[src/rtl/shift_arbiter.sv]
// shift_arbiter: round-robin sequencer sharing one external 16-bit barrel
// shifter (SLL/SRA) between two requesters; adds ROR via two shifter passes.
//
// Ports:
//   clk, rst            clock, synchronous active-high reset
//   reqN_valid/ready    request handshake (N = 0, 1); ready goes only to the winner
//   reqN_data/amt/op    operand, shift amount, op (00 SLL, 01 SRA, 10 ROR, 11 rsvd)
//   resp_valid/ready    result handshake; result held until taken
//   resp_id/data/err    owner, result, reserved-op flag
//   sh_in/sh_val/sh_mode  drive the shared shifter (mode 0 SLL, 1 SRA)
//   sh_out              combinational shifter result
module shift_arbiter #(
  parameter int WIDTH = 16,
  parameter int AMT_W = 4
) (
  input  logic             clk,
  input  logic             rst,
  input  logic             req0_valid,
  output logic             req0_ready,
  input  logic [WIDTH-1:0] req0_data,
  input  logic [AMT_W-1:0] req0_amt,
  input  logic [1:0]       req0_op,
  input  logic             req1_valid,
  output logic             req1_ready,
  input  logic [WIDTH-1:0] req1_data,
  input  logic [AMT_W-1:0] req1_amt,
  input  logic [1:0]       req1_op,
  output logic             resp_valid,
  input  logic             resp_ready,
  output logic             resp_id,
  output logic [WIDTH-1:0] resp_data,
  output logic             resp_err,
  output logic [WIDTH-1:0] sh_in,
  output logic [AMT_W-1:0] sh_val,
  output logic             sh_mode,
  input  logic [WIDTH-1:0] sh_out
);

  localparam logic [1:0] OP_SLL = 2'b00;
  localparam logic [1:0] OP_SRA = 2'b01;
  localparam logic [1:0] OP_ROR = 2'b10;

  typedef enum logic [1:0] {
    S_IDLE,
    S_PASS1,
    S_PASS2,
    S_RESP
  } state_e;

  state_e           state_q;
  logic             rr_ptr_q;
  logic             id_q;
  logic [WIDTH-1:0] data_q;
  logic [AMT_W-1:0] amt_q;
  logic [1:0]       op_q;
  logic [WIDTH-1:0] tmp_q;

  logic             resp_valid_q;
  logic             resp_id_q;
  logic [WIDTH-1:0] resp_data_q;
  logic             resp_err_q;
  logic [WIDTH-1:0] sh_in_q;
  logic [AMT_W-1:0] sh_val_q;
  logic             sh_mode_q;

  logic             grant;
  logic             win;
  logic [WIDTH-1:0] w_data;
  logic [AMT_W-1:0] w_amt;
  logic [1:0]       w_op;
  logic [WIDTH-1:0] p1_in_d;
  logic [AMT_W-1:0] p1_val_d;
  logic             p1_mode_d;
  logic             ror2;
  logic [WIDTH-1:0] lo_mask;

  // Winner selection; contention resolved by rr_ptr.
  always_comb begin
    win = 1'b0;
    if (req0_valid && req1_valid) begin
      win = rr_ptr_q;
    end else if (req1_valid) begin
      win = 1'b1;
    end
    grant  = (state_q == S_IDLE) && (req0_valid || req1_valid) && !rst;
    w_data = win ? req1_data : req0_data;
    w_amt  = win ? req1_amt  : req0_amt;
    w_op   = win ? req1_op   : req0_op;
  end

  assign req0_ready = grant && !win;
  assign req1_ready = grant &&  win;

  // First-pass shifter setup, loaded at grant so sh_* are registered.
  // ROR first pass is a left shift by 16-amt (4-bit negate); amt 0
  // yields a zero shift, which already equals the rotate result.
  always_comb begin
    p1_in_d   = '0;
    p1_val_d  = '0;
    p1_mode_d = 1'b0;
    unique case (w_op)
      OP_SLL: begin
        p1_in_d  = w_data;
        p1_val_d = w_amt;
      end
      OP_SRA: begin
        p1_in_d   = w_data;
        p1_val_d  = w_amt;
        p1_mode_d = 1'b1;
      end
      OP_ROR: begin
        p1_in_d  = w_data;
        p1_val_d = -w_amt;
      end
      default: begin
        p1_in_d = '0;
      end
    endcase
  end

  assign ror2 = (op_q == OP_ROR) && (amt_q != '0);

  // Second ROR pass uses SRA; mask off the sign-extended upper bits
  // so it behaves as a logical right shift.
  assign lo_mask = {WIDTH{1'b1}} >> amt_q;

  always_ff @(posedge clk) begin
    if (rst) begin
      state_q      <= S_IDLE;
      rr_ptr_q     <= 1'b0;
      id_q         <= 1'b0;
      data_q       <= '0;
      amt_q        <= '0;
      op_q         <= '0;
      tmp_q        <= '0;
      resp_valid_q <= 1'b0;
      resp_id_q    <= 1'b0;
      resp_data_q  <= '0;
      resp_err_q   <= 1'b0;
      sh_in_q      <= '0;
      sh_val_q     <= '0;
      sh_mode_q    <= 1'b0;
    end else begin
      unique case (state_q)
        S_IDLE: begin
          if (grant) begin
            id_q      <= win;
            data_q    <= w_data;
            amt_q     <= w_amt;
            op_q      <= w_op;
            rr_ptr_q  <= ~win;
            sh_in_q   <= p1_in_d;
            sh_val_q  <= p1_val_d;
            sh_mode_q <= p1_mode_d;
            state_q   <= S_PASS1;
          end
        end
        S_PASS1: begin
          if (op_q == 2'b11) begin
            resp_data_q  <= data_q;
            resp_err_q   <= 1'b1;
            resp_id_q    <= id_q;
            resp_valid_q <= 1'b1;
            sh_in_q      <= '0;
            sh_val_q     <= '0;
            sh_mode_q    <= 1'b0;
            state_q      <= S_RESP;
          end else if (ror2) begin
            tmp_q     <= sh_out;
            sh_val_q  <= amt_q;
            sh_mode_q <= 1'b1;
            state_q   <= S_PASS2;
          end else begin
            resp_data_q  <= sh_out;
            resp_err_q   <= 1'b0;
            resp_id_q    <= id_q;
            resp_valid_q <= 1'b1;
            sh_in_q      <= '0;
            sh_val_q     <= '0;
            sh_mode_q    <= 1'b0;
            state_q      <= S_RESP;
          end
        end
        S_PASS2: begin
          resp_data_q  <= tmp_q | (sh_out & lo_mask);
          resp_err_q   <= 1'b0;
          resp_id_q    <= id_q;
          resp_valid_q <= 1'b1;
          sh_in_q      <= '0;
          sh_val_q     <= '0;
          sh_mode_q    <= 1'b0;
          state_q      <= S_RESP;
        end
        S_RESP: begin
          if (resp_ready) begin
            resp_valid_q <= 1'b0;
            state_q      <= S_IDLE;
          end
        end
        default: begin
          state_q <= S_IDLE;
        end
      endcase
    end
  end

  assign resp_valid = resp_valid_q;
  assign resp_id    = resp_id_q;
  assign resp_data  = resp_data_q;
  assign resp_err   = resp_err_q;
  assign sh_in      = sh_in_q;
  assign sh_val     = sh_val_q;
  assign sh_mode    = sh_mode_q;

endmodule

[config.mk]
export PLATFORM = sky130hd
export DESIGN_NAME = shift_arbiter
export DESIGN_NICKNAME = d
export VERILOG_FILES = /design/src/rtl/shift_arbiter.sv
export SDC_FILE = /design/constraint.sdc
export NUM_CORES = 1
export LEC_CHECK = 0
export CAP_MARGIN = 20
export CORE_MARGIN = 4
export CORE_UTILIZATION = 50
export CTS_BUF_LIST = sky130_fd_sc_hd__clkbuf_8
export DETAILED_ROUTE_END_ITERATION = 6
export GPL_ROUTABILITY_DRIVEN = 0
export PLACE_DENSITY = 0.82
export REMOVE_ABC_BUFFERS = 1
export SLEW_MARGIN = 5
export SYNTH_ARGS = -nofsm -noshare
export SYNTH_HDL_FRONTEND = slang
export SYNTH_SLANG_ARGS = --single-unit
[constraint.sdc]
create_clock -name clk -period 3.7 [get_ports clk]
set_input_delay 0.925 -clock clk [delete_from_list [all_inputs] [get_ports clk]]
set_output_delay 0.925 -clock clk [all_outputs]
set_load 0.01 [all_outputs]
==> summary.md, run 1 <==
| Metric | Value |
|---|---|
| Run status | complete, no violations |
| CP Class | in2out |
| Vias in the first global route | 3860 |
| Main synth FF type | dfxtp_1 |
| Vias per inst | a little under 6 |
| Initial antenna violation count | 0 |
| Post-route ant nets | 0 |
| Clock transition at path regs | 80 ps |
| Hold path depth | 2 |
| DIE AREA | around 9400 um2 |
| Switch Pwr | 0.00155 W |
| Slowest CP cell | o21ai_0 |
| Routed vias | 4082 |
| GR Overflow Total | 0 |
| Logic gate share of total power | between 40 and 50% |
| Routed WL | 11.5 mm |
| Port Buffers | 106 |
| WP data arrival | 2560 ps |
| Die W | 97.2 um |
| Synth Warn # | 0 |
| Cells along the critical path | clkdlybuf4s50_1 -> o21ai_0 -> nor3_1 -> clkdlybuf4s50_1 |
| Placed Area | 5040 um2 |
| Mapped cell area | 3980 um2 |
| Worst skew pair latency | 350 ps |
| Sink Count | 82 |
| Hold Fails Final Rpt | 0 |
| Slew Limit Fails | 0 |
| Mapped Avg Cell Area | 7.94 um2 |
| Layout Skew | around 11 ps |
| Unrepaired setup endpoints after global routing | no |
| Largest net degree at the start of global routing | 84 |
| Max Buffers Root-to-Sink | 2 |
| Placed insts | 674 |
| Post-synthesis async set-or-reset flop share | 0% |
| CP most frequent cell | clkdlybuf4s50_1 |
| DRC violations left | 0 |
| Flop pwr share | 36.1% |
| Layout area overhead | 31.8% |
| Clk network pwr share | 16.7% |
| Sw Share | 40.0% |
| Worst EP required | between 2000 and 3000 ps |
| Worst Hold Class | reg2reg |
| GRT Total Usage | a little under a quarter |
| CTS hold repair buffers | 0 |
| I/O pin count | 107 |
| CP startpoint kind | input port |
| R2R cell count | 6 |
| Drt wl/cell | around 17 um |
| Layout cells sized above 1 | 6.12% |
| Worst vdd ir | 0.381 mV |
| CP Capture Type | output port |
| Ant diodes | 0 |
| DRT Pass-1 Iters | 5 |
| H-tree depth | 3 |
| Setup repair bufs after CTS | 0 |
| Dpl hpwl | 7.97 mm |
| Post-synthesis sequential area ratio | just over 40% |
| #FFs+latches synth | 82 |
| Syn Inst Count | 501 |
| Post-CTS sizing | 0 |
| Non-Filler Instances | just under 700 |
| Leakage | 1.90 nW |
| Global-route wire length before repair | roughly 19 mm |
| Starting Density | 51.5% |
| Final period util | between 90 and 100% |
| Core area | 7730 um2 |
| Post-synth cell types | 45 |
| CTS Buf Count | 9 |
| Maxcap violations | 0 |
| Worst-Margin Slew | a little under 900 ps |
| Final Instance Area | 5240 um2 |
| Max Clock Freq | 287 MHz |
| CTS tree | yes |
| Count of final setup violators | 0 |
| CP Max Fanout | 6 |
| Rows | 32 |
| Rel. slew slack | 42.0% |
| Cell Pwr Density | 737 nW/um2 |
| Final layout net count | 655 |
| Die Y-Extent | approximately 100 um |
| Hold_ws | 456 ps |
| Post-route setup TNS | 0 ps |
| EDFF count, synth | 0 |
| Crit-path max cell delay | 530 ps |
| Starting DRT DRC Count | 327 |
| Power Internal | between 0.002 and 0.0025 W |
| Tmin final | 3480 ps |
| Clk root buf | clkbuf_8 |
flip-flops by register name (all words and copies together) (netlist names):
signal and count:
resp_valid 1, sh_in 16, resp_err 1, op_q 2, state_q 2, amt_q 4
resp_id 1, data_q 16, tmp_q 16, rr_ptr_q 1, sh_mode 1, id_q 1
sh_val 4, resp_data 16
cells by family (layout without fill, tap and decap cells):
logic type	Yosys count	after routing	share of synthesized area, %
compound gates	159	159	27.9
xor+xnor	2	2	0.441
fa+ha+maj	6	6	1.89
buf+inv	53	140	5.57
flops	82	82	41.3
mux	6	6	1.64
simple gates	193	193	21.2
per-stage QoR:
stage	util [%]	setup WS, ps	total power, W
2_1_floorplan	-	951	0.00240
3_3_place_gp	65.3	353	0.00315
3_5_place_dp	65.3	269	0.00321
4_1_cts	67.7	267	0.00385
5_1_grt	67.8	187	0.00413
6_report	67.8	217	0.00387
power groups by stage:
stage	clock [W]	combinational, W	sequential, W
finish	0.000644	0.00182	0.00140
global route	0.000689	0.00201	0.00144
CTS	0.000651	0.00181	0.00139
detailed placement	0	0.00180	0.00141
global placement	0	0.00175	0.00140
floorplan	0	0.000966	0.00143
layout make-up:
cell class	instances	area, um2
sequential	82	1640
timing repair buffer	116	1130
inverter	9	33.8
fill	634	2480
multi-input combinational	366	2120
tap	102	128
clock inverter	5	55.1
clock buffer	10	138
per-layer routing:
layer	routed length (um)	global-route usage, %	part of all wire (%)	up-vias
met2	5350	37.3	47	200
met3	892	4.52	7.8	22
met1	4950	32.2	43	1889
met4	265	9.50	2.3	0
li1	-	-	-	1971
met5	0	0	0	-
cell usage in the layout (no fill, tap or decap), types with 2 or more instances in the layout:
master	Yosys	routed
mux2i_1	4	4
nand3b_1	2	2
nor3_1	6	6
xnor2_1	2	2
clkdlybuf4s50_1	0	105
o21ai_0	13	13
a211oi_1	34	34
or2_2	2	2
a21oi_1	40	40
inv_1	9	9
nor2b_1	3	3
nand3_1	6	6
a22oi_1	17	17
nand2b_1	3	3
clkinvlp_4	0	2
and2_1	2	2
a21o_1	5	5
nor3b_1	7	7
dfxtp_1	82	82
ha_1	6	6
clkbuf_8	0	10
nand2_1	80	80
and3_1	6	6
o31ai_1	3	3
nor2_1	72	71
a311oi_1	23	23
a222oi_1	4	4
nor2_2	1	2
clkinv_2	0	2
o211ai_1	5	5
buf_4	0	10
o31a_1	2	2
a31oi_1	5	5
worst paths after layout:
path / from / to / slack [ps]
worst max-delay path: req1_valid / req1_ready / 220
worst min-delay path: resp_data[5] / resp_data[5] / 460
worst max register to register: state_q[0] / sh_in[13] / 1280
worst min register to register: resp_data[5] / resp_data[5] / 460
critical path: cells and delay by family:
| family | cells | cell delay (ps) |
|---|---|---|
| compound gates | 1 | 530 |
| buf+inv | 2 | 1010 |
| simple gates | 1 | 100 |
synthesized netlist by cell type (6+ instances only):
cell type	instances	area, um2
buf_2	12	60.1
a21oi_1	40	200
clkbuf_1	29	109
a22oi_1	17	128
and3_1	6	37.5
a311oi_1	23	201
nor3_1	6	30.0
inv_1	9	33.8
nand3_1	6	30.0
a211oi_1	34	255
nor2_1	72	270
ha_1	6	75.1
nand2_1	80	300
nor3b_1	7	52.6
o21ai_0	13	65.1
dfxtp_1	82	1640
(Power assumes the default switching activity.)
==> inputs of run 2 (changes only) <==
--- a/config.mk
+++ b/config.mk
@@ -8,12 +8,11 @@
 export CAP_MARGIN = 20
 export CORE_MARGIN = 4
 export CORE_UTILIZATION = 50
-export CTS_BUF_LIST = sky130_fd_sc_hd__clkbuf_8
 export DETAILED_ROUTE_END_ITERATION = 6
 export GPL_ROUTABILITY_DRIVEN = 0
 export PLACE_DENSITY = 0.82
 export REMOVE_ABC_BUFFERS = 1
-export SLEW_MARGIN = 5
+export SLEW_MARGIN = 25
 export SYNTH_ARGS = -nofsm -noshare
 export SYNTH_HDL_FRONTEND = slang
 export SYNTH_SLANG_ARGS = --single-unit
==> summary.md, run 2 (synthesis results as in run 1) <==
| Metric | Value |
|---|---|
| Setup repair bufs after CTS | 0 (unchanged) |
| R2R cell count | 6 (unchanged) |
| CTS tree | yes (unchanged) |
| WP data arrival | 2570 ps (was 2560 ps) |
| Port Buffers | 106 (unchanged) |
| Flop pwr share | 36.3% (was 36.1%) |
| Worst EP required | 2770 ps (about the same) |
| Crit-path max cell delay | 530 ps (about the same) |
| DRT Pass-1 Iters | 6 (was 5) |
| CP Capture Type | output port (unchanged) |
| Sw Share | 40.2% (was 40.0%) |
| Hold Crit Endpoint | resp_data[5] (unchanged) |
| Pre-CTS WS | 269 ps (unchanged) |
| Initial antenna violation count | 0 (unchanged) |
| Clock transition at path regs | 80 ps (about the same) |
| Cell Pwr Density | 737 nW/um2 (about the same) |
| Ant diodes | 0 (unchanged) |
| Worst vdd ir | 0.379 mV (was 0.381 mV) |
| CP most frequent cell | clkdlybuf4s50_1 (unchanged) |
| Maxcap violations | 0 (unchanged) |
| CP startpoint kind | input port (unchanged) |
| Largest net degree at the start of global routing | 84 (unchanged) |
| Final layout net count | 654 (was 655) |
| Layout cells sized above 1 | 6.13% (was 6.12%) |
| Dpl hpwl | 7.97 mm (unchanged) |
| HP Start | resp_data[5] (unchanged) |
| Leakage | 1.90 nW (about the same) |
| Power Internal | 0.00231 W (was 0.00232 W) |
| Cells along the critical path | clkdlybuf4s50_1 -> o21ai_0 -> nor3_1 -> clkdlybuf4s50_1 (unchanged) |
| Rows | 32 (unchanged) |
| Rel. slew slack | 42.7% (was 42.0%) |
| Vias per inst | 5.95 (was 5.92) |
| Run status | complete, no violations (unchanged) |
| Post-route setup TNS | 0 ps (unchanged) |
| Max Clock Freq | 286 MHz (was 287 MHz) |
| Post-route ant nets | 0 (unchanged) |
| Clk root buf | clkbuf_8 (unchanged) |
| Layout Skew | 10.5 ps (was 10.9 ps) |
| Die Y-Extent | 97.2 um (unchanged) |
| DIE AREA | 9440 um2 (unchanged) |
| Hold Fails Final Rpt | 0 (unchanged) |
| Most frequent cells in the layout | 105 x clkdlybuf4s50_1, 82 x dfxtp_1, 80 x nand2_1 (unchanged) |
| Tmin final | 3500 ps (was 3480 ps) |
| Max Buffers Root-to-Sink | 2 (unchanged) |
| Routed vias | 4098 (was 4082) |
| Layout fillers | 634 (unchanged) |
| CP Class | in2out (unchanged) |
| Slowest CP cell | o21ai_0 (unchanged) |
| Routed WL | 11.5 mm (about the same) |
| Vias in the first global route | 3860 (unchanged) |
| Slew Limit Fails | 0 (unchanged) |
| Sink Count | 82 (unchanged) |
| R2R Path Start | state_q[0] (unchanged) |
| DRC violations left | 0 (unchanged) |
| Switch Pwr | 0.00155 W (about the same) |
| GRT Total Usage | 23.8% (unchanged) |
| Starting Density | 51.5% (unchanged) |
| Starting DRT DRC Count | 293 (was 327) |
| Leading cell type in the layout, fill and taps excluded | clkdlybuf4s50_1 (unchanged) |
| GR Overflow Total | 0 (unchanged) |
| Clk network pwr share | 16.8% (was 16.7%) |
| Worst Hold Class | reg2reg (unchanged) |
| CTS hold repair buffers | 0 (unchanged) |
| CTS Buf Count | 9 (unchanged) |
| R2R Setup Slk | 1260 ps (was 1280 ps) |
| Drt wl/cell | 16.8 um (was 16.6 um) |
| Final period util | 94.5% (was 94.1%) |
| R2r endpoint | sh_in[13] (unchanged) |
| Layout area overhead | 31.7% (was 31.8%) |
| Count of final setup violators | 0 (unchanged) |
| Hold path depth | 2 (unchanged) |
| Logic gate share of total power | 47.0% (was 47.2%) |
| I/O pin count | 107 (unchanged) |
| H-tree depth | 3 (unchanged) |
| Post-CTS sizing | 0 (unchanged) |
| Worst-Margin Slew | 860 ps (was 870 ps) |
| Core area | 7730 um2 (unchanged) |
| Die W | 97.2 um (unchanged) |
| Unrepaired setup endpoints after global routing | no (unchanged) |
| CP Max Fanout | 6 (unchanged) |
| Worst skew pair latency | 350 ps (about the same) |
| Slack of the critical path | 204 ps (was 217 ps) |
| Global-route wire length before repair | 18.7 mm (unchanged) |
run 2: cell types whose count changed in the layout (fill, tap and decap cells not counted), sizes merged:
cell | before | now
buf | 11 | 10
run 2: stage by stage:
stage / hold WS [ps] / instances / power, W / area (um2) / utilization [%]
floorplan: 426 / 457 / 0.00240 / 3790 / -
global placement: 441 / 674 / 0.00315 / 5040 / 65.3
detailed placement: 447 / 674 / 0.00321 / 5040 / 65.3
CTS: 458 / 689 / 0.00385 / 5240 / 67.7
global route: 479 / 689 / 0.00412 / 5240 / 67.8
finish: 456 / 689 / 0.00386 / 5240 / 67.8
run 2: final cells by class:
cell class              count  area [um2]  share of cell area [%]
multi-input cells         366        2120                    40.5
flip-flops and latches     82        1640                    31.3
repair buffers            115        1120                    21.4
clock buffers              10         138                    2.63
well taps                 102         128                    2.44
clock inverters             5        55.1                    1.05
inverters                   9        33.8                   0.645
run 2: worst max-delay path, delay by kind of cell:
kind | cells | cell delay (ps)
buffers and inverters | 2 | 1010
and+or+nand+nor | 1 | 100
AOI/OAI and AO/OA | 1 | 530
run 2: routing by layer:
| layer | vias up | wire length (um) | global-route usage [%] |
|---|---|---|---|
| li1 | 1973 | - | - |
| met1 | 1879 | 4910 | 32.2 |
| met2 | 221 | 5470 | 37.3 |
| met3 | 25 | 907 | 4.52 |
| met4 | 0 | 257 | 9.50 |
| met5 | - | 0 | 0 |
run 2: power by group through the flow:
stage | clock network (W) | logic (W) | registers [W]
2_1_floorplan | 0 | 0.000966 | 0.00143
3_3_place_gp | 0 | 0.00175 | 0.00140
3_5_place_dp | 0 | 0.00180 | 0.00141
4_1_cts | 0.000651 | 0.00181 | 0.00139
5_1_grt | 0.000689 | 0.00200 | 0.00144
6_report | 0.000648 | 0.00181 | 0.00140
run 2: how the worst max path moves through the flow:
| stage | start | endpoint | slack (ps) |
|---|---|---|---|
| final | req1_valid | req0_ready | 200 |
| after global routing | req1_valid | req1_ready | 190 |
| after CTS | req1_valid | req0_ready | 270 |
| after detailed placement | req1_valid | req0_ready | 270 |
| after global placement | req0_valid | req0_ready | 350 |
| after floorplan | req1_valid | amt_q[3] | 950 |
